**src/rtl/fetch_pkg.sv**
```systemverilog
// Shared fetch-stage types and constants: widths, reset vector, NOP, RUN/SLOT encoding.
// No logic; imported by fetch_unit and fetch_pc_pair.
package fetch_pkg;
  localparam int INSTR_W = 32;
  localparam int ADDR_W  = 8;

  localparam logic [INSTR_W-1:0] NOP_INSTR = 32'h0100_0000;
  localparam logic [ADDR_W-1:0]  RESET_PC  = 8'h00;
  localparam logic [ADDR_W-1:0]  RESET_NPC = 8'h04;

  typedef enum logic {
    RUN  = 1'b0,
    SLOT = 1'b1
  } fetch_state_t;

  typedef struct packed {
    logic [INSTR_W-1:0] instr;
    logic [ADDR_W-1:0]  pc;
    logic               valid;
  } if_id_t;
endpackage

```
**src/rtl/fetch_pc_pair.sv**
```systemverilog
// PC/nPC register pair with the +4 sequencer; one-cycle update, holds when en=0.
// The target is word-aligned by the caller; arithmetic wraps modulo 256.
module fetch_pc_pair
  import fetch_pkg::*;
(
  input  logic              clk,
  input  logic              rst,
  input  logic              en,
  input  logic              load_target,
  input  logic [ADDR_W-1:0] target,
  output logic [ADDR_W-1:0] pc,
  output logic [ADDR_W-1:0] npc
);
  always_ff @(posedge clk) begin
    if (rst) begin
      pc  <= RESET_PC;
      npc <= RESET_NPC;
    end else if (en) begin
      pc  <= npc;
      npc <= load_target ? target : npc + ADDR_W'(4);
    end
  end
endmodule

```
**src/rtl/fetch_unit.sv**
```systemverilog
// Delayed-branch fetch stage with IF/ID register; FETCH_ANNUL_EN enables delay-slot annul.
// One-cycle fetch latency; LE=0 stalls every register, requesters hold inputs until LE=1.
module fetch_unit
  import fetch_pkg::*;
(
  input  logic               Clk,
  input  logic               R,
  input  logic               LE,
  input  logic               redirect,
  input  logic [ADDR_W-1:0]  target,
  input  logic               annul,
  input  logic [INSTR_W-1:0] imem_data,
  output logic [ADDR_W-1:0]  imem_addr,
  output logic [ADDR_W-1:0]  PC_Out,
  output logic [ADDR_W-1:0]  nPC_Out,
  output logic [INSTR_W-1:0] IF_ID_instr,
  output logic [ADDR_W-1:0]  IF_ID_pc,
  output logic               IF_ID_valid,
  output logic               align_err,
  output logic               dcti_err
);
  fetch_state_t      state;
  if_id_t            if_id;
  logic [ADDR_W-1:0] pc;
  logic [ADDR_W-1:0] npc;
  logic              take_redirect;

  // A redirect arriving in SLOT is a DCTI couple and is dropped.
  assign take_redirect = (state == RUN) && redirect;

  fetch_pc_pair u_pc_pair (
    .clk         (Clk),
    .rst         (R),
    .en          (LE),
    .load_target (take_redirect),
    .target      ({target[ADDR_W-1:2], 2'b00}),
    .pc          (pc),
    .npc         (npc)
  );

`ifdef FETCH_ANNUL_EN
  logic annul_pending;
`else
  logic unused_annul;
  assign unused_annul = annul;
`endif

  always_ff @(posedge Clk) begin
    if (R) begin
      state     <= RUN;
      if_id     <= '{instr: NOP_INSTR, pc: RESET_PC, valid: 1'b0};
      align_err <= 1'b0;
      dcti_err  <= 1'b0;
`ifdef FETCH_ANNUL_EN
      annul_pending <= 1'b0;
`endif
    end else if (LE) begin
      if_id.instr <= imem_data;
      if_id.pc    <= pc;
      if_id.valid <= 1'b1;
      if (state == RUN) begin
        if (redirect) begin
          state <= SLOT;
          if (target[1:0] != 2'b00) align_err <= 1'b1;
`ifdef FETCH_ANNUL_EN
          annul_pending <= annul;
`endif
        end
      end else begin
        state <= RUN;
        if (redirect) dcti_err <= 1'b1;
`ifdef FETCH_ANNUL_EN
        // Squashed slot still advances PC/nPC; only the payload is replaced.
        if (annul_pending) begin
          if_id.instr <= NOP_INSTR;
          if_id.valid <= 1'b0;
        end
        annul_pending <= 1'b0;
`endif
      end
    end
  end

  assign imem_addr   = pc;
  assign PC_Out      = pc;
  assign nPC_Out     = npc;
  assign IF_ID_instr = if_id.instr;
  assign IF_ID_pc    = if_id.pc;
  assign IF_ID_valid = if_id.valid;
endmodule

```
**config.mk**
```make
export PLATFORM = sky130hd
export DESIGN_NAME = fetch_unit
export DESIGN_NICKNAME = d
export VERILOG_FILES = /design/src/rtl/fetch_pkg.sv /design/src/rtl/fetch_pc_pair.sv /design/src/rtl/fetch_unit.sv
export SDC_FILE = /design/constraint.sdc
export NUM_CORES = 1
export LEC_CHECK = 0
export ABC_AREA = 1
export CELL_PAD_IN_SITES_DETAIL_PLACEMENT = 1
export CELL_PAD_IN_SITES_GLOBAL_PLACEMENT = 1
export CORE_MARGIN = 2
export CORE_UTILIZATION = 46
export CTS_CLUSTER_DIAMETER = 150
export DETAILED_ROUTE_END_ITERATION = 10
export DONT_BUFFER_PORTS = 1
export PLACE_DENSITY_LB_ADDON = 0.1
export SETUP_SLACK_MARGIN = 0.15
export SLEW_MARGIN = 20
export SYNTH_ARGS = -nofsm -noshare
export SYNTH_HDL_FRONTEND = slang
export SYNTH_HIERARCHICAL = 1
export SYNTH_SLANG_ARGS = --single-unit
export TNS_END_PERCENT = 50
```
**constraint.sdc**
```tcl
create_clock -name Clk -period 3 [get_ports Clk]
set_clock_uncertainty 0.15 [all_clocks]
set_input_delay 0.6 -clock Clk [delete_from_list [all_inputs] [get_ports Clk]]
set_output_delay 0.6 -clock Clk [all_outputs]
set_load 0.005 [all_outputs]
```
# Yosys cells after proc, flatten, opt, wreduce, memory -nomap -nowiden
# Cells that the tools add are included.
[word_totals] ff_bits=60 inputBits=45 out_inout_bits=67 wordCells=17
[classes] n_addsub=1 n_mux=3 bitwise=1 n_reduce_logical=4
[op_table] cell="$add A8 B3 Y8 const B" n=1
[op_table] cell="$mux W8" n=1
[op_table] cell="$reduce_and A4 Y1" n=1
[op_table] cell="$reduce_and A3 Y1" n=1
[op_table] cell="$mux W1" n=2
[op_table] cell="$reduce_bool A2 Y1" n=1
[op_table] cell="$logic_and A1 B1 Y1" n=1
[op_table] cell="$not A1 Y1" n=1

# Logic depth before layout (Yosys ltp)
# Gate-level depths: netlist of run 1.
[depth] word_depth=3 depth_mapped=9

# Cells and area by module
# The synthesis of run 1 kept the hierarchy.
[by_module_without_submodules] mod="fetch_unit" instances=1 cells_each=205 area_each_um2=1629.1 seq_area_each_um2=880.8
[by_module_without_submodules] mod="fetch_pc_pair" instances=1 cells_each=93 area_each_um2=688.2 seq_area_each_um2=320.3

# Least setup slack after synthesis of run 1
# Ideal clock, no wire load.
[synth_timing] path_type="in2reg" startpoint="input port redirect" endpoint="register u_pc_pair.npc[3]" arrival_ps=1162 t_required_ps=2741 path_slack_ps=1579 cell_stages=9 n_path_buf=0 path_cell_list="inv_1 > nor2_1 > inv_1 > nand2_1 > inv_1 > nand2_1 > nand3_1 > nand2_1 > inv_1"
[synth_between] elab_chain_cells=2
[synth_rtl] item="start, declared" line="fetch_unit.sv:9" source="input logic redirect,"
[synth_rtl] item="$logic_and A1 B1 Y1" line="fetch_unit.sv:29" source="assign take_redirect = (state == RUN) && redirect;"
[synth_rtl] item="named net take_redirect" line="fetch_unit.sv:26" source="logic take_redirect;"
[synth_rtl] item="$mux W8" line="fetch_pc_pair.sv:20" source="npc <= load_target ? target : npc + ADDR_W'(4);"
[synth_rtl] item="end signal, assigned" line="fetch_pc_pair.sv:20"
[synth_rtl] item="end, declared" line="fetch_pc_pair.sv:12" source="output logic [ADDR_W-1:0] npc"
# The timed path passes the listed nets, and every way through them passes these cells.
# A chain may end at the register's enable or synchronous reset.

# Worst setup path after layout of run 1
[layout_timing] startpoint="register u_pc_pair.npc[2]" endpoint="output port nPC_Out[2]"
[layout_rtl] item="end, declared" line="fetch_unit.sv:15" source="output logic [ADDR_W-1:0] nPC_Out,"
# No word-level cell between the ends.

==> run_results.csv, run 1 <==
group,metric,value,unit
run_status,status,"finished, final reports clean",
clock_tree,cts-resized-gates,0,
place,hpwlAfterDp,3.51,mm
layout,nets,332,
critical_path,r2r_cells,5,
synthesis,yosys_warnings,6,
synthesis,ys_seq_area_frac,0.518,
power,irDropWorstVdd,276,uV
place,finalWeightedCongestion,0.734,
grt,track_usage,0.197,
hold_path,min_from,"R",
clock_tree,tritoncts,"yes",
critical_path,path_max_fanout,6,
synthesis,synth.distinct_cells,27,
clock_tree,numCtsBuffers,9,
synthesis,synthTopCellsByArea,"dfxtp_1 (52%), nand2_1 (16%), a21oi_1 (10%)",
power,p_leak,0.000964,uW
sta,finalMaxSlewViolations,0,
detailed_routing,wl,5.38,mm
power,clockPowerShare,0.399,
synthesis,ys.flop_type,"dfxtp_1",
power,p_seq_frac,0.544,
job,drv_cap,0,
power,switching_share,0.236,
hold_path,holdPathStages,1,
layout,fill_cells,592,
clock_tree,cts_root_buffer,"clkbuf_8",
clock_tree,path_clk_slew,0.06,ns
die,ioPinCount,112,
die,die_height,75.0,um
synthesis,synthesis.instances,298,
layout,drive_gt1_frac,0.0687,
critical_path,cp-start-kind,"flop",
clock_tree,cts_sinks,60,
critical_path,cp_data_required_time,2.25,ns
sta,finalCritPeriodShare,0.513,
clock_tree,cts.path.max_buffers,2,
critical_path,worst-setup-path-type,"flop to output pin",
synthesis,synth_edf_count,0,
die,fp.dieW,75.0,um
power,power.total,1630,uW
grt,grt_pass1_wl,8.41,mm
power,p_int,1250,uW
layout,area_growth,3.78,%
critical_path,crit_path_end_kind,"output pin",
critical_path,cp.arrival,0.79,ns
power,power.net_switching,385,uW
detailed_routing,dr.first_iter.drc_count,70,
die,std_cell_rows,25,
hold_path,min_to,"u_pc_pair/npc[6]$_SDFFE_PP0P_",
clock_tree,clk-insertion-delay-late,0.32,ns
place,port_buffers,0,
sta,finalSetupViolations,0,
clock_tree,cts_hold_buf,0,
critical_path,r2r_start,"u_pc_pair/npc[2]$_SDFFE_PP1P_",
grt,grt_pass1_vias,1790,
sta,fmax,0.650,GHz
layout,n_antenna_cell,0,
sta,period_minus_slack,1.54,ns
detailed_routing,final_antenna_net_count,0,
detailed_routing,wl_per_cell,15.0,um
synthesis,syn_area,0.00232,sq mm
grt,antenna_found_initial,0,
hold_path,hold_class,"input pin to flop",
detailed_routing,routed-via-count,1857,
critical_path,rr_endpoint,"u_pc_pair/npc[6]$_SDFFE_PP0P_",
synthesis,synth_top_cell_area_share,0.518,
clock_tree,post_cts_buffers,0,
sta,rsz0062_at_grt,"false",
critical_path,r2r_setup_slack,1.62,ns
sta,finalWorstSetupSlack,1.46,ns
sta,hold_viol_final,0,
die,die-area,0.00562,sq mm
clock_tree,h-tree-depth,3,
place,dpl_worst_slack,1.40,ns
detailed_routing,drc,0,
synthesis,synth_area_per_cell,7.78,sq um
power,pwr-share-comb,0.057,
detailed_routing,vias_per_cell,5.19,
grt,grt_overflow,0,
synthesis,postSynth.asyncResetShare,0,
detailed_routing,dr.pass1.iters,4,
die,initial_utilization,0.484,
grt,grt_max_degree,61,
die,core_area,0.00479,sq mm
synthesis,ys_ff_latch,60,
sta,tns,0,ns
power,p_per_area,680,mW/mm^2
synthesis,yosysMostFrequentCell,"nand2_1",
synthesis,yosys-top-cells-count,"nand2_1 (98), dfxtp_1 (60), a21oi_1 (48)",
synthesis,synth_top_cell_by_area,"dfxtp_1",
==> layout by cell type (no fill, tap or decap) <==
master and instances:
clkbuf_8 12, o21bai_1 1, inv_1 13, conb_1 2, a21oi_1 48, clkinv_2 2, nand2_1 98, o22ai_1 1
dfxtp_1 60, nor3_1 3, a31oi_1 1, o21ai_1 1, clkbuf_1 3, xnor2_1 1, a211oi_1 1, inv_2 2
nor2_1 19, a22o_1 1, o21ai_0 10, nand3_1 7, inv_4 1, nor2_2 1, nand2_2 1, ha_1 1
a21oi_2 1
==> layout make-up <==
class | count | area (sq um) | share of cell area
Clock inverter | 1 | 5.00 | 0.00208
Multi-Input combinational cell | 198 | 871 | 0.362
Clock buffer | 15 | 176 | 0.0734
Tap cell | 67 | 83.8 | 0.0349
Sequential cell | 60 | 1200 | 0.499
Inverter | 17 | 67.6 | 0.0281
==> routing by layer <==
layer | track usage | vias to the layer above | routed length (um)
li1 | - | 918 | -
met1 | 0.234 | 860 | 2220
met5 | 0 | - | 0
met3 | 0.0736 | 6 | 557
met2 | 0.322 | 73 | 2550
met4 | 0.0833 | 0 | 52
==> state kept, by name, summed over array words and instances, names as in the netlist <==
register       flops
u_pc_pair/pc       8
u_pc_pair/npc      8
state              1
IF_ID_valid        1
IF_ID_pc           8
align_err          1
dcti_err           1
IF_ID_instr       32
==> power groups by stage <==
stage | clock network, uW | logic [uW] | registers, uW
after floorplan | 0 | 115 | 893
after global routing | 712 | 111 | 898
final | 652 | 92.7 | 889
after detailed placement | 0 | 93.6 | 908
after global placement | 0 | 88.6 | 907
after CTS | 670 | 94.5 | 891
==> cell families (layout without fill, tap and decap cells) <==
group                      Yosys count  after routing  share of synthesized area
buffers and inverters               41             33                      0.107
AOI/OAI and AO/OA                   65             65                      0.147
other                                1              2                    0.00162
xor gates and xnor gates             1              1                    0.00378
and+or+nand+nor                    129            129                      0.217
adders and majority gates            1              1                    0.00540
DFF                                 60             60                      0.518
==> stage by stage <==
step	utilization	instances	hold slack [ns]	area [sq um]
final	0.502	358	0.187	2400
after global routing	0.502	358	0.171	2400
after CTS	0.502	358	0.177	2400
after detailed placement	0.465	342	0.315	2220
after global placement	0.465	342	0.311	2220
after floorplan	-	299	0.296	2320
==> worst max-delay path by stage <==
stage | cells after the start | endpoint | start | slack (ns)
3_3_place_gp | 9 | u_pc_pair/npc[3]$_SDFFE_PP0P_ | redirect | 1.44
6_report | 0 | nPC_Out[2] | u_pc_pair/npc[2]$_SDFFE_PP1P_ | 1.46
4_1_cts | 0 | PC_Out[2] | u_pc_pair/pc[2]$_SDFFE_PP0P_ | 1.44
5_1_grt | 0 | nPC_Out[4] | u_pc_pair/npc[4]$_SDFFE_PP0P_ | 1.41
2_1_floorplan | 9 | u_pc_pair/npc[3]$_SDFFE_PP0P_ | redirect | 1.58
3_5_place_dp | 9 | u_pc_pair/npc[3]$_SDFFE_PP0P_ | redirect | 1.40
No activity file was read; power rests on OpenSTA's default activity.
==> run 2, diff against run 1 <==
- CORE_UTILIZATION: 46 -> 38
- clock period: 3 -> 1.3 ns (I/O delays scaled with it)
==> run_results.csv, run 2 (synthesis results as in run 1) <==
group,metric,value,unit
run_status,status,"finished, violations left",
run_status,failed_checks,"negative hold slack",
job,drv_cap,0,
sta,tns,0,ns
grt,grt_pass1_wl,8.71,mm
sta,finalSetupViolations,0,
detailed_routing,drc,0,
place,finalWeightedCongestion,0.706,
die,fp.dieW,82.1,um
detailed_routing,wl_per_cell,15.3,um
clock_tree,cts_hold_buf,3,
layout,n_antenna_cell,0,
sta,hold_viol_final,54,
detailed_routing,routed.top_layer,"met4",
critical_path,cp.arrival,1.29,ns
critical_path,worst-setup-path-type,"flop to flop",
sta,fmax,0.807,GHz
layout,fill_cells,744,
clock_tree,clk-insertion-delay-late,0.33,ns
detailed_routing,routed-via-count,1899,
clock_tree,path_clk_slew,0.06,ns
critical_path,path_max_fanout,3,
grt,track_usage,0.173,
power,p_leak,0.00106,uW
grt,grt_overflow,0,
sta,finalMaxSlewViolations,0,
detailed_routing,dr.pass1.iters,4,
clock_tree,tritoncts,"yes",
sta,finalCritPeriodShare,0.954,
layout,drive_gt1_frac,0.175,
place,placedCellCount,354,
place,port_buffers,0,
power,irDropWorstVdd,668,uV
place,hpwlAfterDp,3.61,mm
detailed_routing,dr.first_iter.drc_count,53,
clock_tree,cts.path.max_buffers,2,
die,die-area,0.00674,sq mm
critical_path,cp-start-kind,"flop",
power,p_per_area,1570,mW/mm^2
die,initial_utilization,0.391,
layout,largest_reg_flops,32,
clock_tree,cts_root_buffer,"clkbuf_8",
layout,final_cell_count_no_fill,377,
detailed_routing,vias_per_cell,5.04,
clock_tree,cts_sinks,60,
layout,nets,343,
grt,grt_pass1_vias,1867,
sta,holdWs,-0.168,ns
power,power.total,4170,uW
layout,final_cell_mix,"nand2_1 (97), a21oi_1 (47), dfxtp_1 (46)",
detailed_routing,met1_length,2.44,mm
detailed_routing,wl,5.75,mm
detailed_routing,final_antenna_net_count,0,
clock_tree,h-tree-depth,3,
detailed_routing,dr_wl_met3,569,um
layout,final_common_cell,"nand2_1",
layout,area_growth,14.5,%
sta,period_minus_slack,1.24,ns
critical_path,cp_data_required_time,1.35,ns
critical_path,crit_path_end_kind,"flop",
die,die_height,82.1,um
hold_path,hold_class,"input pin to flop",
die,ioPinCount,112,
detailed_routing,met2_length,2.68,mm
die,std_cell_rows,28,
grt,antenna_found_initial,0,
grt,grt_max_degree,61,
sta,rsz0062_at_grt,"true",
die,core_area,0.00592,sq mm
clock_tree,numCtsBuffers,9,
==> run 2: changes by cell type in the layout (fill, tap and decap cells not counted), moves of 2 or more <==
cell and change:
buf_4 +4, nand3_1 -2, clkbuf_1 -2, dfxtp_2 +12
dlygate4sd3_1 +3, dfxtp_1 -14, dfxtp_4 +2, buf_6 +3
nor2_4 +2, bufinv_16 +2, clkbuf_8 -2
==> run 2: report_power, final <==
group / switching, uW / total, uW / internal (uW)
Combinational: 148 / 277 / 129
Clock: 711 / 1830 / 1120
Sequential: 107 / 2060 / 1950
Total: 965 / 4170 / 3200
==> run 2: metal layers <==
layer / vias up / GRT usage
li1: 948 / -
met1: 872 / 0.192
met2: 72 / 0.280
met3: 7 / 0.0783
met4: 0 / 0.0850
met5: - / 0
==> run 2: area by class of cell <==
class	instances	area, sq um	area share
multi-input combinational	198	933	0.352
sequential	60	1220	0.461
timing repair buffer	11	114	0.0429
clock buffer	11	141	0.0533
clock inverter	5	75.1	0.0283
inverter	17	71.3	0.0269
tap	75	93.8	0.0354
==> run 2: path summary, 6_finish.rpt <==
path | start | endpoint | slack (ns) | cells past startpoint
worst max-delay path | u_pc_pair/npc[4]$_SDFFE_PP0P_ | u_pc_pair/npc[5]$_SDFFE_PP0P_ | 0.06 | 5
worst min-delay path | R | u_pc_pair/npc[6]$_SDFFE_PP0P_ | -0.17 | 1
worst max register to register | u_pc_pair/npc[4]$_SDFFE_PP0P_ | u_pc_pair/npc[5]$_SDFFE_PP0P_ | 0.06 | 5
worst min register to register | IF_ID_instr[21]$_SDFFE_PP0P_ | IF_ID_instr[21]$_SDFFE_PP0P_ | 0.32 | 2
==> run 2: through the flow <==
step / util / area (sq um) / setup WS (ns)
6_report: 0.448 / 2650 / 0.0601
5_1_grt: 0.448 / 2650 / 0.0322
4_1_cts: 0.438 / 2590 / 0.103
3_5_place_dp: 0.387 / 2290 / 0.00610
3_3_place_gp: 0.387 / 2290 / 0.0416
2_1_floorplan: - / 2340 / 0.163
==> run 2: timing repair <==
| action | in CTS | in global routing |
|---|---|---|
| gates resized for setup | 15 | 14 |
| setup buffers | 2 | 2 |
| endpoints found under the setup margin | 26 | 37 |
| pin swaps | 7 | 7 |
| hold endpoints to repair | 57 | 53 |
==> run 2: worst max-delay path: stages, from the launching register on <==
cell     delay, ns
dfxtp_2       0.35
buf_6         0.12
nand3_4       0.07
buf_4         0.14
nor3_1        0.19
nor3_1        0.10
